<file path="src/rtl/cnt_arb_ctrl_pkg.sv">
// Shared types and constants for the cnt_arb_ctrl counter controller/arbiter.
package definitions_pkg;
  localparam int CNT_W_DEF = 4;
  localparam int N_REQ     = 2;

  typedef logic [CNT_W_DEF-1:0] cnt_t;

  typedef enum logic [1:0] {IDLE, LOAD, RUN, DONE} cnt_arb_state_e;
endpackage

</file>
<file path="src/rtl/cnt_arb_ctrl_if.sv">
// Bundle of requester job handshake, completion and counter_ud drive signals.
interface cnt_arb_if #(parameter int CNT_W = definitions_pkg::CNT_W_DEF);
  import definitions_pkg::*;

  // Handshake: requester i raises req_valid[i] with start/down/len stable and
  // holds them until req_ready[i] is high; the job transfers on the rising
  // edge where both are high. done[i] is a one-cycle pulse, no back-pressure.
  logic [N_REQ-1:0]            req_valid;
  logic [N_REQ-1:0][CNT_W-1:0] req_start;
  logic [N_REQ-1:0]            req_down;
  logic [N_REQ-1:0][CNT_W-1:0] req_len;
  logic [N_REQ-1:0]            req_ready;
  logic [N_REQ-1:0]            done;
  logic [CNT_W-1:0]            result;
  logic [CNT_W-1:0]            wraps;
  logic [CNT_W-1:0]            cnt_load;
  logic                        cnt_load_en;
  logic                        cnt_down;
  logic [CNT_W-1:0]            cnt_count;

  modport slave (
    input  req_valid, req_start, req_down, req_len, cnt_count,
    output req_ready, done, result, wraps, cnt_load, cnt_load_en, cnt_down
  );

  modport master (
    output req_valid, req_start, req_down, req_len, cnt_count,
    input  req_ready, done, result, wraps, cnt_load, cnt_load_en, cnt_down
  );
endinterface

</file>
<file path="src/rtl/cnt_arb_ctrl_rr_arb2.sv">
// Two-way round-robin arbiter: one-hot grant, pointer moves past the winner on accept.
module rr_arb2 (
  input  logic       clk,
  input  logic       rstn,
  input  logic [1:0] valid,
  input  logic       accept,
  output logic [1:0] grant
);
  logic ptr;

  always_comb begin
    grant = 2'b00;
    case (valid)
      2'b01:   grant = 2'b01;
      2'b10:   grant = 2'b10;
      2'b11:   grant = ptr ? 2'b10 : 2'b01;
      default: grant = 2'b00;
    endcase
  end

  always_ff @(posedge clk or negedge rstn) begin
    if (!rstn) begin
      ptr <= 1'b0;
    end else if (accept) begin
      ptr <= grant[0];
    end
  end
endmodule

</file>
<file path="src/rtl/cnt_arb_ctrl.sv">
// Job controller for a shared counter_ud with two round-robin requesters.
// Optional wrap counting is built when CNT_ARB_WRAP_CNT_EN is defined.
module cnt_arb_ctrl
  import definitions_pkg::*;
#(
  parameter int CNT_W = CNT_W_DEF
) (
  input  logic           clk,
  input  logic           rstn,
  cnt_arb_if.slave       bus,
  output cnt_arb_state_e dbg_state
);
  cnt_arb_state_e   state, state_nxt;
  logic             rst_done;
  logic [1:0]       grant;
  logic             accept;
  logic             job_id;
  logic [CNT_W-1:0] job_start, job_len, rem;
  logic             job_down;
  logic [CNT_W-1:0] cnt_load, count_nxt;
  logic             cnt_load_en, cnt_down;
  logic [1:0]       done_q;
  logic [CNT_W-1:0] result_q;

  rr_arb2 u_arb (
    .clk    (clk),
    .rstn   (rstn),
    .valid  (bus.req_valid),
    .accept (accept),
    .grant  (grant)
  );

  assign bus.req_ready = (state == IDLE && rst_done) ? grant : 2'b00;
  assign accept        = |bus.req_ready;

  // Idle/done hold the counter by reloading its own value.
  always_comb begin
    state_nxt   = state;
    cnt_load    = bus.cnt_count;
    cnt_load_en = 1'b1;
    cnt_down    = 1'b0;
    case (state)
      IDLE: if (accept) state_nxt = LOAD;
      LOAD: begin
        cnt_load  = job_start;
        cnt_down  = job_down;
        state_nxt = (job_len == '0) ? DONE : RUN;
      end
      RUN: begin
        cnt_load_en = 1'b0;
        cnt_load    = '0;
        cnt_down    = job_down;
        if (rem == CNT_W'(1)) state_nxt = DONE;
      end
      DONE:    state_nxt = IDLE;
      default: state_nxt = IDLE;
    endcase
  end

  // Value the counter takes at this edge; registered into result on entry to DONE.
  assign count_nxt = cnt_load_en ? cnt_load :
                     (cnt_down ? bus.cnt_count - 1'b1 : bus.cnt_count + 1'b1);

  always_ff @(posedge clk or negedge rstn) begin
    if (!rstn) begin
      state     <= IDLE;
      rst_done  <= 1'b0;
      job_id    <= 1'b0;
      job_start <= '0;
      job_down  <= 1'b0;
      job_len   <= '0;
      rem       <= '0;
      done_q    <= 2'b00;
      result_q  <= '0;
    end else begin
      state    <= state_nxt;
      rst_done <= 1'b1;
      done_q   <= 2'b00;
      if (accept) begin
        job_id    <= grant[1];
        job_start <= bus.req_start[grant[1]];
        job_down  <= bus.req_down[grant[1]];
        job_len   <= bus.req_len[grant[1]];
      end
      if (state == LOAD) rem <= job_len;
      else if (state == RUN) rem <= rem - 1'b1;
      if (state_nxt == DONE) begin
        done_q   <= job_id ? 2'b10 : 2'b01;
        result_q <= count_nxt;
      end
    end
  end

`ifdef CNT_ARB_WRAP_CNT_EN
  logic [CNT_W-1:0] wrap_cnt, wrap_nxt, wraps_q;
  logic             wrap_hit;

  // A step out of all-ones (up) or zero (down) wraps; the count saturates.
  always_comb begin
    wrap_nxt = wrap_cnt;
    wrap_hit = (!job_down && bus.cnt_count == '1) || (job_down && bus.cnt_count == '0);
    if (state == LOAD) wrap_nxt = '0;
    else if (state == RUN && wrap_hit && wrap_cnt != '1) wrap_nxt = wrap_cnt + 1'b1;
  end

  always_ff @(posedge clk or negedge rstn) begin
    if (!rstn) begin
      wrap_cnt <= '0;
      wraps_q  <= '0;
    end else begin
      wrap_cnt <= wrap_nxt;
      if (state_nxt == DONE) wraps_q <= wrap_nxt;
    end
  end

  assign bus.wraps = wraps_q;
`else
  assign bus.wraps = '0;
`endif

  assign bus.done        = done_q;
  assign bus.result      = result_q;
  assign bus.cnt_load    = cnt_load;
  assign bus.cnt_load_en = cnt_load_en;
  assign bus.cnt_down    = cnt_down;
  assign dbg_state       = state;
endmodule

</file>
<file path="src/flat_wrapper.sv">
// flat-port wrapper written by rule: the top's interface ports become plain ports
module cnt_arb_ctrl_flat import definitions_pkg::*;
#(
  parameter int CNT_W = CNT_W_DEF
)
  (clk, rstn, dbg_state, bus_req_valid, bus_req_start, bus_req_down, bus_req_len, bus_cnt_count, bus_req_ready, bus_done, bus_result, bus_wraps, bus_cnt_load, bus_cnt_load_en, bus_cnt_down);
  cnt_arb_if #(.CNT_W(CNT_W)) bus_i ();
  input  logic clk;
  input  logic rstn;
  output cnt_arb_state_e dbg_state;
  input wire logic [$bits(bus_i.req_valid)-1:0] bus_req_valid;
  input wire logic [$bits(bus_i.req_start)-1:0] bus_req_start;
  input wire logic [$bits(bus_i.req_down)-1:0] bus_req_down;
  input wire logic [$bits(bus_i.req_len)-1:0] bus_req_len;
  input wire logic [$bits(bus_i.cnt_count)-1:0] bus_cnt_count;
  output wire logic [$bits(bus_i.req_ready)-1:0] bus_req_ready;
  output wire logic [$bits(bus_i.done)-1:0] bus_done;
  output wire logic [$bits(bus_i.result)-1:0] bus_result;
  output wire logic [$bits(bus_i.wraps)-1:0] bus_wraps;
  output wire logic [$bits(bus_i.cnt_load)-1:0] bus_cnt_load;
  output wire logic [$bits(bus_i.cnt_load_en)-1:0] bus_cnt_load_en;
  output wire logic [$bits(bus_i.cnt_down)-1:0] bus_cnt_down;
  assign bus_i.req_valid = bus_req_valid;
  assign bus_i.req_start = bus_req_start;
  assign bus_i.req_down = bus_req_down;
  assign bus_i.req_len = bus_req_len;
  assign bus_i.cnt_count = bus_cnt_count;
  assign bus_req_ready = bus_i.req_ready;
  assign bus_done = bus_i.done;
  assign bus_result = bus_i.result;
  assign bus_wraps = bus_i.wraps;
  assign bus_cnt_load = bus_i.cnt_load;
  assign bus_cnt_load_en = bus_i.cnt_load_en;
  assign bus_cnt_down = bus_i.cnt_down;
  cnt_arb_ctrl #(.CNT_W(CNT_W)) u_core (.clk(clk), .rstn(rstn), .bus(bus_i), .dbg_state(dbg_state));
endmodule
</file>
<file path="config.mk">
export PLATFORM = sky130hd
export DESIGN_NAME = cnt_arb_ctrl_flat
export DESIGN_NICKNAME = d
export VERILOG_FILES = /design/src/rtl/cnt_arb_ctrl_pkg.sv /design/src/rtl/cnt_arb_ctrl_if.sv /design/src/rtl/cnt_arb_ctrl_rr_arb2.sv /design/src/rtl/cnt_arb_ctrl.sv /design/src/flat_wrapper.sv
export SDC_FILE = /design/constraint.sdc
export NUM_CORES = 1
export LEC_CHECK = 0
export BUFFER_PORTS_ARGS = -buffer_cell sky130_fd_sc_hd__buf_4
export CORE_MARGIN = 10
export CORE_UTILIZATION = 47
export CTS_BUF_LIST = sky130_fd_sc_hd__clkbuf_8
export DETAILED_ROUTE_END_ITERATION = 6
export GPL_TIMING_DRIVEN = 0
export PLACE_DENSITY = 0.75
export SLEW_MARGIN = 20
export SYNTH_ARGS = -nofsm -noshare
export SYNTH_HDL_FRONTEND = slang
export SYNTH_SLANG_ARGS = --single-unit
</file>
<file path="constraint.sdc">
create_clock -name clk -period 4.4 [get_ports clk]
set_clock_uncertainty 0.2 [all_clocks]
set_input_delay 0.66 -clock clk [delete_from_list [all_inputs] [get_ports clk]]
set_output_delay 0.66 -clock clk [all_outputs]
set_load 0.05 [all_outputs]
</file>
After elaboration in Yosys (flattened, before gate mapping). Cells that the tools add are included.

Bits in latches: 0. Input bits: 26. Output and inout bits: 20. Memories kept: 0. Bits in registers: 24. Bits in read-only memories: 0. Memory bits (writable): 0.

Equality and inequality tests: 8. Div/mod/pow operators: 0. Bitwise operators: 0. Add/subtract/negate cells: 3. Magnitude comparators: 1. Mux-type cells: 22. Shift operators: 0. Reductions and logical operators: 6. Multiply operators: 0.

Operators by type and width (number): 4-bit 2-to-1 mux (8); 2-bit 2-to-1 mux (6); 2-bit equality test, second input constant (5); 2-bit one-hot mux with 4 select lines (1); 4-bit one-hot mux with 2 select lines (1); 4-bit by 1-bit subtractor with 4-bit output, second input constant (2); 2-bit one-hot mux with 3 select lines (1); 1-bit 2-to-1 mux (5); 4-bit by 1-bit adder with 4-bit output, second input constant (1); 2-bit by 1-bit equality test with 1-bit output, second input constant (2); 4-bit by 1-bit equality test with 1-bit output, second input constant (1); 4-bit zero test (1); 2-bit OR reduction (2); 2-bit zero test (1); 1-bit by 2-bit less-than comparator with 1-bit output, second input constant (1); 2-bit nonzero test (1); 1-bit logical AND (1).

Depth between registers and ports, before layout. Gate-level depths: netlist of run 1.

Depth in word-level cells: 8. Mapped depth: 10. Mapped depth without buffers: 9.

By module. A second synthesis of run 1 with hierarchy kept.

Cell total of the unflattened synthesis: 142. Area total of the unflattened synthesis: 1405.1 um^2.

Modules (own cells, without submodules): cnt_arb_ctrl (area each 1342.5 um^2, times used 1, cells each 137, seq. area each 575.6 um^2); rr_arb2 (area each 62.6 um^2, times used 1, cells each 5, seq. area each 25.0 um^2).

Least setup slack after synthesis of run 1. No wires, ideal clock.

Kind: register to output. Start: register u_core.state[0] (netlist: u_core.dbg_state[0]). End: output port bus_cnt_load[3]. Arrival time: 2.585 ns. Required time: 3.540 ns. Buffers on the path: 2. Stages on the path, launching flop included: 6. Setup slack: 0.955 ns. Path through: dfrtp_1 -> inv_1 -> ha_1 -> buf_2 -> buf_2 -> o21ai_0.

Longest elaborated chain between the ends: 2. Elaborated cells between the ends (all ways): 3. Classes of those cells: eq/ne: 2; mux: 1.

RTL lines: start, declared (line cnt_arb_ctrl.sv:13) `cnt_arb_state_e state, state_nxt;`; start signal, assigned (line cnt_arb_ctrl.sv:76) `state <= state_nxt;`; 2-bit equality test or 2-bit by 1-bit equality test with 1-bit output (tied branches) (line cnt_arb_ctrl.sv:42) `case (state)`; 4-bit one-hot mux with 2 select lines (*) (line cnt_arb_ctrl.sv:42); end, declared (line flat_wrapper.sv:20) `output wire logic [$bits(bus_i.cnt_load)-1:0] bus_cnt_load;`.

Every way passes the cells marked *; elsewhere a longest branch is shown, timed or not.

Worst setup path in the final report of run 1.
Start: register u_core.state[0] (netlist: u_core.dbg_state[0]). End: output port bus_cnt_load[0].

Same word-level chain as after synthesis.

==> impl_metrics.prom, run 1 <==
# TYPE chip_impl_metric gauge
chip_impl_metric{name="ys_warn_count",unit=""} 0
chip_impl_metric{name="power.switching",unit="mW"} 0.734
chip_impl_metric{name="postLayoutCellArea",unit="sq um"} 1830
chip_impl_info{name="predominant_post_synthesis_flop_cell",value="dfrtp_1"} 1
chip_impl_metric{name="setup_viol",unit=""} 0
chip_impl_metric{name="synth_seq_cells",unit=""} 24
chip_impl_metric{name="drt-pass1-iter-count",unit=""} 4
chip_impl_metric{name="internal_power",unit="mW"} 0.782
chip_impl_metric{name="grt_first_pass_wirelength",unit="um"} 5830
chip_impl_metric{name="fp.dieH",unit="um"} 74.5
chip_impl_metric{name="avgViaCountPerCell",unit=""} 5.36
chip_impl_metric{name="cap_violations",unit=""} 0
chip_impl_metric{name="drt_iter0_markers",unit=""} 52
chip_impl_metric{name="register_area_share_after_synthesis",unit="%"} 43.0
chip_impl_metric{name="die-width",unit="um"} 74.5
chip_impl_metric{name="grt_pass1_vias",unit=""} 1256
chip_impl_metric{name="antenna_cells",unit=""} 0
chip_impl_metric{name="netlist_area",unit="sq um"} 1400
chip_impl_metric{name="critPathMaxFanout",unit=""} 10
chip_impl_info{name="cp-start-kind",value="flop"} 1
chip_impl_metric{name="power.switching_fraction",unit="%"} 48.4
chip_impl_metric{name="power.ir.vdd_worst",unit="V"} 0.000329
chip_impl_info{name="setup.worst_path.end_class",value="output port"} 1
chip_impl_metric{name="power.leakage",unit="nW"} 0.935
chip_impl_metric{name="insertion_delay",unit="ns"} 0.27
chip_impl_metric{name="power-per-cell-area",unit="nW/um^2"} 831
chip_impl_metric{name="timing_hold_violations_final",unit=""} 0
chip_impl_metric{name="cts_setup_buffers",unit=""} 0
chip_impl_metric{name="grt.overflow.total",unit=""} 0
chip_impl_metric{name="port-buffer-count",unit=""} 41
chip_impl_metric{name="numCtsBuffers",unit=""} 3
chip_impl_info{name="min-delay-path-class",value="in -> async"} 1
chip_impl_metric{name="worst_ep_required_time",unit="ns"} 3.54
chip_impl_info{name="cts.root.buffer_cell",value="clkbuf_8"} 1
chip_impl_info{name="yosys.area.top_type",value="dfrtp_1"} 1
chip_impl_metric{name="boundaryPins",unit=""} 46
chip_impl_metric{name="post_synth_inst_count",unit=""} 143
chip_impl_metric{name="grt_start_max_net_pins",unit=""} 25
chip_impl_metric{name="coreArea",unit="sq um"} 2810
chip_impl_metric{name="groute.usage.overall",unit="%"} 13.2
chip_impl_metric{name="min_period",unit="ns"} 2.92
chip_impl_metric{name="routed_wire_length_per_instance",unit="um"} 15.7
chip_impl_metric{name="dr_total_vias",unit=""} 1191
chip_impl_metric{name="initial_core_util",unit="%"} 49.8
chip_impl_metric{name="num-fill-cells",unit=""} 229
chip_impl_metric{name="clock_tree.buffer_depth",unit=""} 2
chip_impl_metric{name="grt_antenna_before_repair",unit=""} 0
chip_impl_info{name="most_common_cell_after_layout_fill_and_taps_aside",value="buf_4"} 1
chip_impl_metric{name="die_area",unit="sq um"} 5550
chip_impl_metric{name="htree_num_levels",unit=""} 1
chip_impl_metric{name="drt_total_wl",unit="um"} 3490
chip_impl_metric{name="fp-row-count",unit=""} 19
chip_impl_metric{name="clock_power_share",unit="%"} 12.9
chip_impl_metric{name="cts_repair_resize_count",unit=""} 0
chip_impl_metric{name="cts.clk_slew.worst_paths",unit="ns"} 0.09
chip_impl_metric{name="timing.critical_path.arrival",unit="ns"} 2.06
chip_impl_metric{name="yosys.cell_types.count",unit=""} 39
chip_impl_metric{name="area_growth",unit="%"} 30.7
chip_impl_info{name="mostFrequentLayoutCells",value="buf_4 (45), dfrtp_1 (24), o21ai_0 (18), nand2_1 (14), inv_1 (13)"} 1
chip_impl_metric{name="detail-route-antenna-nets",unit=""} 0
chip_impl_metric{name="drc_violations_left",unit=""} 0
chip_impl_metric{name="fin_setup_tns",unit="ns"} 0
chip_impl_metric{name="layout.nets",unit=""} 224
chip_impl_metric{name="synth_async_sr_flop_share",unit="%"} 100
chip_impl_metric{name="portion_of_synthesized_cell_area_occupied_by_the_leading_cell_type",unit="%"} 43.0
chip_impl_metric{name="power.share.combinational",unit="%"} 60.6
chip_impl_info{name="synthTopCellsByArea",value="dfrtp_1 (43%), mux2i_1 (8.6%), o21ai_0 (6.5%)"} 1
chip_impl_metric{name="maxSlewHeadroom",unit="%"} 65.4
chip_impl_metric{name="power_frac_seq",unit="%"} 26.6
chip_impl_info{name="cts_tree",value="built"} 1
chip_impl_metric{name="post_route_cells_drive_above_1_share",unit="%"} 31.4
chip_impl_metric{name="holdBufCountCts",unit=""} 0
chip_impl_metric{name="placed_cell_area",unit="sq um"} 1750
chip_impl_info{name="outcome",value="finished clean"} 1
chip_impl_metric{name="fmax",unit="MHz"} 342
chip_impl_metric{name="globalplace.congestion",unit=""} 0.860
chip_impl_metric{name="final_max_slew_viol_count",unit=""} 0
chip_impl_info{name="timing_worst_setup_path_type",value="reg -> out"} 1
chip_impl_metric{name="post-dp-hpwl",unit="um"} 2830
chip_impl_metric{name="synth_edf_count",unit=""} 0
chip_impl_metric{name="timing.final.crit_share",unit="%"} 66.5
chip_impl_metric{name="cts.sinks",unit=""} 24
chip_impl_metric{name="max_slew.worst_pin.slew",unit="ns"} 0.505
chip_impl_metric{name="avgSynthCellArea",unit="sq um"} 9.76
chip_impl_info{name="grt_setup_unrepaired",value="no"} 1
==> cell usage after synthesis (2+ instances only) <==
library cell	count
dfrtp_1	24
o21ai_0	18
nand2_1	14
inv_1	13
mux2i_1	12
nand3_1	7
ha_1	6
a21oi_1	4
buf_4	4
buf_2	3
mux2_2	3
o22ai_1	3
and2_1	2
clkbuf_1	2
conb_1	2
nor3_1	2
xnor2_1	2
==> state kept, by name (all words and copies together), names as in the netlist <==
signal,count
u_core.bus.result,4
u_core.job_len,4
u_core.job_start,4
u_core.rem,4
u_core.bus.done,2
u_core.dbg_state,2
u_core.job_down,1
u_core.job_id,1
u_core.rst_done,1
u_core.u_arb.ptr,1
==> power groups by stage <==
stage / Sequential, mW / Combinational [mW] / Clock [mW]
after CTS: 0.403 / 0.926 / 0.199
final: 0.403 / 0.918 / 0.195
after floorplan: 0.507 / 0.563 / 0
after global placement: 0.397 / 0.896 / 0
after detailed placement: 0.408 / 0.922 / 0
after global routing: 0.418 / 1.00 / 0.206
==> per-stage QoR <==
step / hold slack (ns) / setup WS, ns / total power [mW] / instances / utilization, %
2_1_floorplan: 0.164 / 0.955 / 1.07 / 146 / -
3_3_place_gp: 0.259 / 1.76 / 1.29 / 218 / 62.5
3_5_place_dp: 0.264 / 1.70 / 1.33 / 218 / 62.5
4_1_cts: 0.0771 / 1.48 / 1.53 / 222 / 65.1
5_1_grt: 0.0852 / 1.34 / 1.63 / 222 / 65.1
6_report: 0.0701 / 1.48 / 1.52 / 222 / 65.1
==> kinds of logic after synthesis <==
group                    synth area share, %
flip-flops                              43.0
AO/OA/AOI/OAI                           17.7
adder cells (fa/ha/maj)                 5.38
AND/OR/NAND/NOR                         12.5
other                                  0.538
multiplexers                            12.1
XOR/XNOR                                1.25
buffers and inverters                   7.53
==> critical path: stages (launching register included) <==
cell and delay [ns]:
dfrtp_1 0.39, inv_1 0.11, ha_1 0.34, buf_2 0.23, buf_2 0.24, nand3_1 0.09, o21ai_0 0.13, buf_4 0.25
==> per-layer routing <==
metal  GRT usage, %  vias up  routed length, um
li1               -      594                  -
met1           15.7      557               1470
met2           22.3       35               1730
met3           3.59        5                245
met4           5.04        0                 46
met5              0        -                  0
==> final timing paths <==
kind / from / end / slack, ns / depth (start not counted)
setup / recovery: u_core.dbg_state[0] / bus_cnt_load[0] / 1.48 / 7
hold / removal: rstn / u_core.job_down / 0.07 / 1
setup reg to reg: u_core.dbg_state[0] / u_core.bus.result[2] / 1.65 / 10
hold reg to reg: u_core.job_id / u_core.bus.done[1] / 0.28 / 1
max in group asynchronous: rstn / u_core.u_arb.ptr / 3.70 / 1
min in group clk: u_core.job_id / u_core.bus.done[1] / 0.28 / 1
==> layout make-up <==
type / instances / area, sq um / area share [%]
well taps: 31 / 38.8 / 2.12
repair buffers: 41 / 308 / 16.9
inverters: 14 / 52.6 / 2.88
clock inverters: 1 / 30.0 / 1.64
clock buffers: 3 / 41.3 / 2.26
plain buffers: 9 / 52.6 / 2.88
flip-flops and latches: 24 / 601 / 32.9
multi-input cells: 99 / 702 / 38.5
Note: power is estimated with default switching activity, not from simulation.
==> run 2, diff against run 1 <==
--- a/config.mk
+++ b/config.mk
@@ -5,6 +5,7 @@
 export SDC_FILE = /design/constraint.sdc
 export NUM_CORES = 1
 export LEC_CHECK = 0
+export ABC_AREA = 1
 export BUFFER_PORTS_ARGS = -buffer_cell sky130_fd_sc_hd__buf_4
 export CORE_MARGIN = 10
 export CORE_UTILIZATION = 47
==> constraint.sdc (replaced) <==
create_clock -name clk -period 2.8 [get_ports clk]
set_clock_uncertainty 0.2 [all_clocks]
set_input_delay 0.42 -clock clk [delete_from_list [all_inputs] [get_ports clk]]
set_output_delay 0.42 -clock clk [all_outputs]
set_load 0.05 [all_outputs]
==> impl_metrics.prom, run 2 <==
# TYPE chip_impl_metric gauge
chip_impl_metric{name="dr_total_vias",unit=""} 1232
chip_impl_metric{name="worst_hold_path.num_cells",unit=""} 3
chip_impl_metric{name="groute.usage.overall",unit="%"} 11.6
chip_impl_metric{name="insertion_delay",unit="ns"} 0.26
chip_impl_metric{name="synth-compound-area-share",unit="%"} 11.4
chip_impl_info{name="timing_worst_setup_path_type",value="reg -> out"} 1
chip_impl_metric{name="cap_violations",unit=""} 0
chip_impl_metric{name="avgViaCountPerCell",unit=""} 4.81
chip_impl_metric{name="boundaryPins",unit=""} 46
chip_impl_metric{name="synth_adder_area_share",unit="%"} 5.18
chip_impl_metric{name="setup_viol",unit=""} 0
chip_impl_metric{name="worst-r2r-cell-count",unit=""} 13
chip_impl_info{name="grt_setup_unrepaired",value="no"} 1
chip_impl_metric{name="synth_async_sr_flop_share",unit="%"} 100
chip_impl_metric{name="fp-row-count",unit=""} 20
chip_impl_metric{name="path_buf_inv",unit=""} 4
chip_impl_info{name="cp_top_family",value="buffers and inverters"} 1
chip_impl_info{name="mostFrequentLayoutCells",value="buf_4 (48), nand2_1 (38), dfrtp_1 (24), inv_1 (19), o21ai_1 (17)"} 1
chip_impl_metric{name="drt-pass1-iter-count",unit=""} 5
chip_impl_metric{name="power.ir.vdd_worst",unit="V"} 0.000384
chip_impl_metric{name="worst_ep_required_time",unit="ns"} 2.18
chip_impl_metric{name="power.leakage",unit="nW"} 1.05
chip_impl_info{name="synth_top_family_by_area",value="simple AND/OR/NAND/NOR gates"} 1
chip_impl_metric{name="register_area_share_after_synthesis",unit="%"} 41.5
chip_impl_metric{name="proportion_of_synthesized_area_in_mux_cells",unit="%"} 6.91
chip_impl_info{name="worstReg2RegEnd",value="u_core.bus.result[2]"} 1
chip_impl_metric{name="detail-route-antenna-nets",unit=""} 0
chip_impl_metric{name="die-width",unit="um"} 75.5
chip_impl_metric{name="drt_iter0_markers",unit=""} 47
chip_impl_metric{name="routed_wire_length_per_instance",unit="um"} 12.3
chip_impl_metric{name="cts.sinks",unit=""} 24
chip_impl_info{name="setup.worst_path.end_class",value="output port"} 1
chip_impl_metric{name="synth_xor_xnor_area_share",unit="%"} 1.81
chip_impl_metric{name="grt_first_pass_wirelength",unit="um"} 5260
chip_impl_info{name="synthTopCellsByCount",value="nand2_1 (38), dfrtp_1 (24), inv_1 (19)"} 1
chip_impl_metric{name="synthSimpleGateAreaFrac",unit="%"} 20.2
chip_impl_metric{name="timing_hold_violations_final",unit=""} 0
chip_impl_metric{name="htree_num_levels",unit=""} 1
chip_impl_metric{name="fmax",unit="MHz"} 412
chip_impl_info{name="predominant_post_synthesis_flop_cell",value="dfrtp_1"} 1
chip_impl_info{name="crit_path_frequent_cell",value="buf_4"} 1
chip_impl_metric{name="port-buffer-count",unit=""} 41
chip_impl_info{name="yosys.area.top_type",value="dfrtp_1"} 1
chip_impl_metric{name="coreArea",unit="sq um"} 3000
chip_impl_metric{name="fin_setup_tns",unit="ns"} 0
chip_impl_metric{name="finalPower",unit="mW"} 2.36
chip_impl_metric{name="clock_tree.buffer_depth",unit=""} 2
chip_impl_metric{name="grt.overflow.total",unit=""} 0
chip_impl_info{name="min_delay_worst_endpoint",value="u_core.job_len[3]"} 1
chip_impl_metric{name="numCtsBuffers",unit=""} 3
chip_impl_metric{name="synth_edf_count",unit=""} 0
chip_impl_metric{name="die_area",unit="sq um"} 5700
chip_impl_metric{name="critPathMaxFanout",unit=""} 10
chip_impl_metric{name="avgSynthCellArea",unit="sq um"} 8.28
chip_impl_metric{name="max_incr_delay_on_cp",unit="ns"} 0.41
chip_impl_metric{name="timing.final.crit_share",unit="%"} 86.6
chip_impl_metric{name="fp.dieH",unit="um"} 75.5
chip_impl_metric{name="antenna_cells",unit=""} 0
chip_impl_info{name="cts.root.buffer_cell",value="clkbuf_8"} 1
chip_impl_metric{name="rrSetupSlack",unit="ns"} 0.74
chip_impl_metric{name="layout.nets",unit=""} 257
chip_impl_metric{name="grt_start_max_net_pins",unit=""} 25
chip_impl_metric{name="drc_violations_left",unit=""} 0
chip_impl_metric{name="globalplace.congestion",unit=""} 0.826
chip_impl_metric{name="post_synth_inst_count",unit=""} 175
chip_impl_metric{name="post-dp-hpwl",unit="um"} 2520
chip_impl_metric{name="min_period",unit="ns"} 2.43
chip_impl_metric{name="ys_warn_count",unit=""} 0
chip_impl_info{name="path_cells",value="inv_1 > ha_1 > buf_6 > buf_4 > o21ai_2 > buf_4"} 1
chip_impl_metric{name="drt_total_wl",unit="um"} 3140
chip_impl_info{name="cp_slowest_cell",value="dfrtp_1"} 1
chip_impl_info{name="cp-start-kind",value="flop"} 1
chip_impl_metric{name="yosys.cell_types.count",unit=""} 24
chip_impl_metric{name="cts.clk_slew.worst_paths",unit="ns"} 0.08
chip_impl_info{name="synthMostInstantiatedCell",value="nand2_1"} 1
chip_impl_metric{name="post_route_cells_drive_above_1_share",unit="%"} 30.5
chip_impl_metric{name="synth_seq_cells",unit=""} 24
chip_impl_info{name="worst_hold_startpoint",value="bus_req_len[7]"} 1
chip_impl_info{name="most_common_cell_after_layout_fill_and_taps_aside",value="buf_4"} 1
chip_impl_metric{name="final_max_slew_viol_count",unit=""} 0
chip_impl_metric{name="area_growth",unit="%"} 28.4
chip_impl_metric{name="grt_pass1_vias",unit=""} 1226
chip_impl_metric{name="power-per-cell-area",unit="nW/um^2"} 1270
chip_impl_info{name="cts_tree",value="built"} 1
chip_impl_metric{name="timing.critical_path.arrival",unit="ns"} 1.81
chip_impl_metric{name="portion_of_synthesized_cell_area_occupied_by_the_leading_cell_type",unit="%"} 41.5
chip_impl_metric{name="grt_antenna_before_repair",unit=""} 0
chip_impl_info{name="crit-reg2reg-launch",value="u_core.dbg_state[0]"} 1
chip_impl_metric{name="cts_repair_resize_count",unit=""} 0
chip_impl_metric{name="initial_core_util",unit="%"} 48.3
chip_impl_info{name="min-delay-path-class",value="in -> reg"} 1
chip_impl_metric{name="netlist_area",unit="sq um"} 1450
chip_impl_info{name="outcome",value="finished clean"} 1
chip_impl_info{name="synthTopCellsByArea",value="dfrtp_1 (41%), nand2_1 (9.8%), mux2i_1 (6.9%)"} 1
run 2: cell type report:
| class | count | area, sq um |
|---|---|---|
| sequential | 24 | 601 |
| tap | 33 | 41.3 |
| timing repair buffer | 42 | 318 |
| fill | 278 | 1140 |
| buffer | 11 | 91.3 |
| multi-input combinational | 119 | 678 |
| inverter | 24 | 90.1 |
| clock buffer | 3 | 41.3 |
run 2: worst max-delay path by stage:
stage	to	start	cells past startpoint	slack, ns
final	bus_cnt_load[2]	u_core.dbg_state[0]	6	0.37
after global routing	bus_cnt_load[2]	u_core.dbg_state[0]	6	0.29
after CTS	bus_cnt_load[2]	u_core.dbg_state[0]	6	0.36
after detailed placement	bus_cnt_load[2]	u_core.dbg_state[0]	6	0.66
after global placement	bus_cnt_load[2]	u_core.dbg_state[0]	6	0.66
after floorplan	bus_cnt_load[3]	u_core.dbg_state[0]	4	0.13
run 2: tightest hold or removal path: stages:
cell,delay (ns)
buf_4,0.07
mux2i_1,0.05
o21ai_1,0.10
run 2: metrics by stage:
| stage | hold slack (ns) | area, sq um | util [%] | worst slack, ns | cells |
|---|---|---|---|---|---|
| after detailed placement | 0.138 | 1810 | 60.3 | 0.659 | 252 |
| after global placement | 0.136 | 1810 | 60.3 | 0.664 | 252 |
| after CTS | 0.220 | 1860 | 62.0 | 0.363 | 256 |
| after global routing | 0.233 | 1860 | 62.0 | 0.294 | 256 |
| after floorplan | -0.0756 | 1460 | - | 0.129 | 178 |
| final | 0.223 | 1860 | 62.0 | 0.374 | 256 |
run 2: where the power goes:
group	leakage, nW	internal, mW	switching, mW
Combinational	0.724	0.541	1.01
Clock	0.0216	0.0962	0.105
Sequential	0.299	0.512	0.102
run 2: logic make-up (layout without fill, tap and decap cells):
| logic type | Yosys count | after routing |
|---|---|---|
| fa+ha+maj | 6 | 6 |
| mux | 10 | 10 |
| xor+xnor | 3 | 3 |
| simple gates | 65 | 65 |
| other cells | 2 | 5 |
| flops | 24 | 24 |
| buf+inv | 35 | 80 |
| compound gates | 30 | 30 |
run 2: what timing repair did:
action,4_1_cts,5_1_grt
endpoints found under the hold margin,24,0
setup buffers,0,0
hold buffers,1,0
run 2: layer usage:
| metal | share of wire, % | track usage, % |
|---|---|---|
| met5 | 0 | 0 |
| met4 | 1.7 | 4.33 |
| met3 | 7.2 | 2.60 |
| met1 | 47 | 15.9 |
| met2 | 44 | 17.5 |
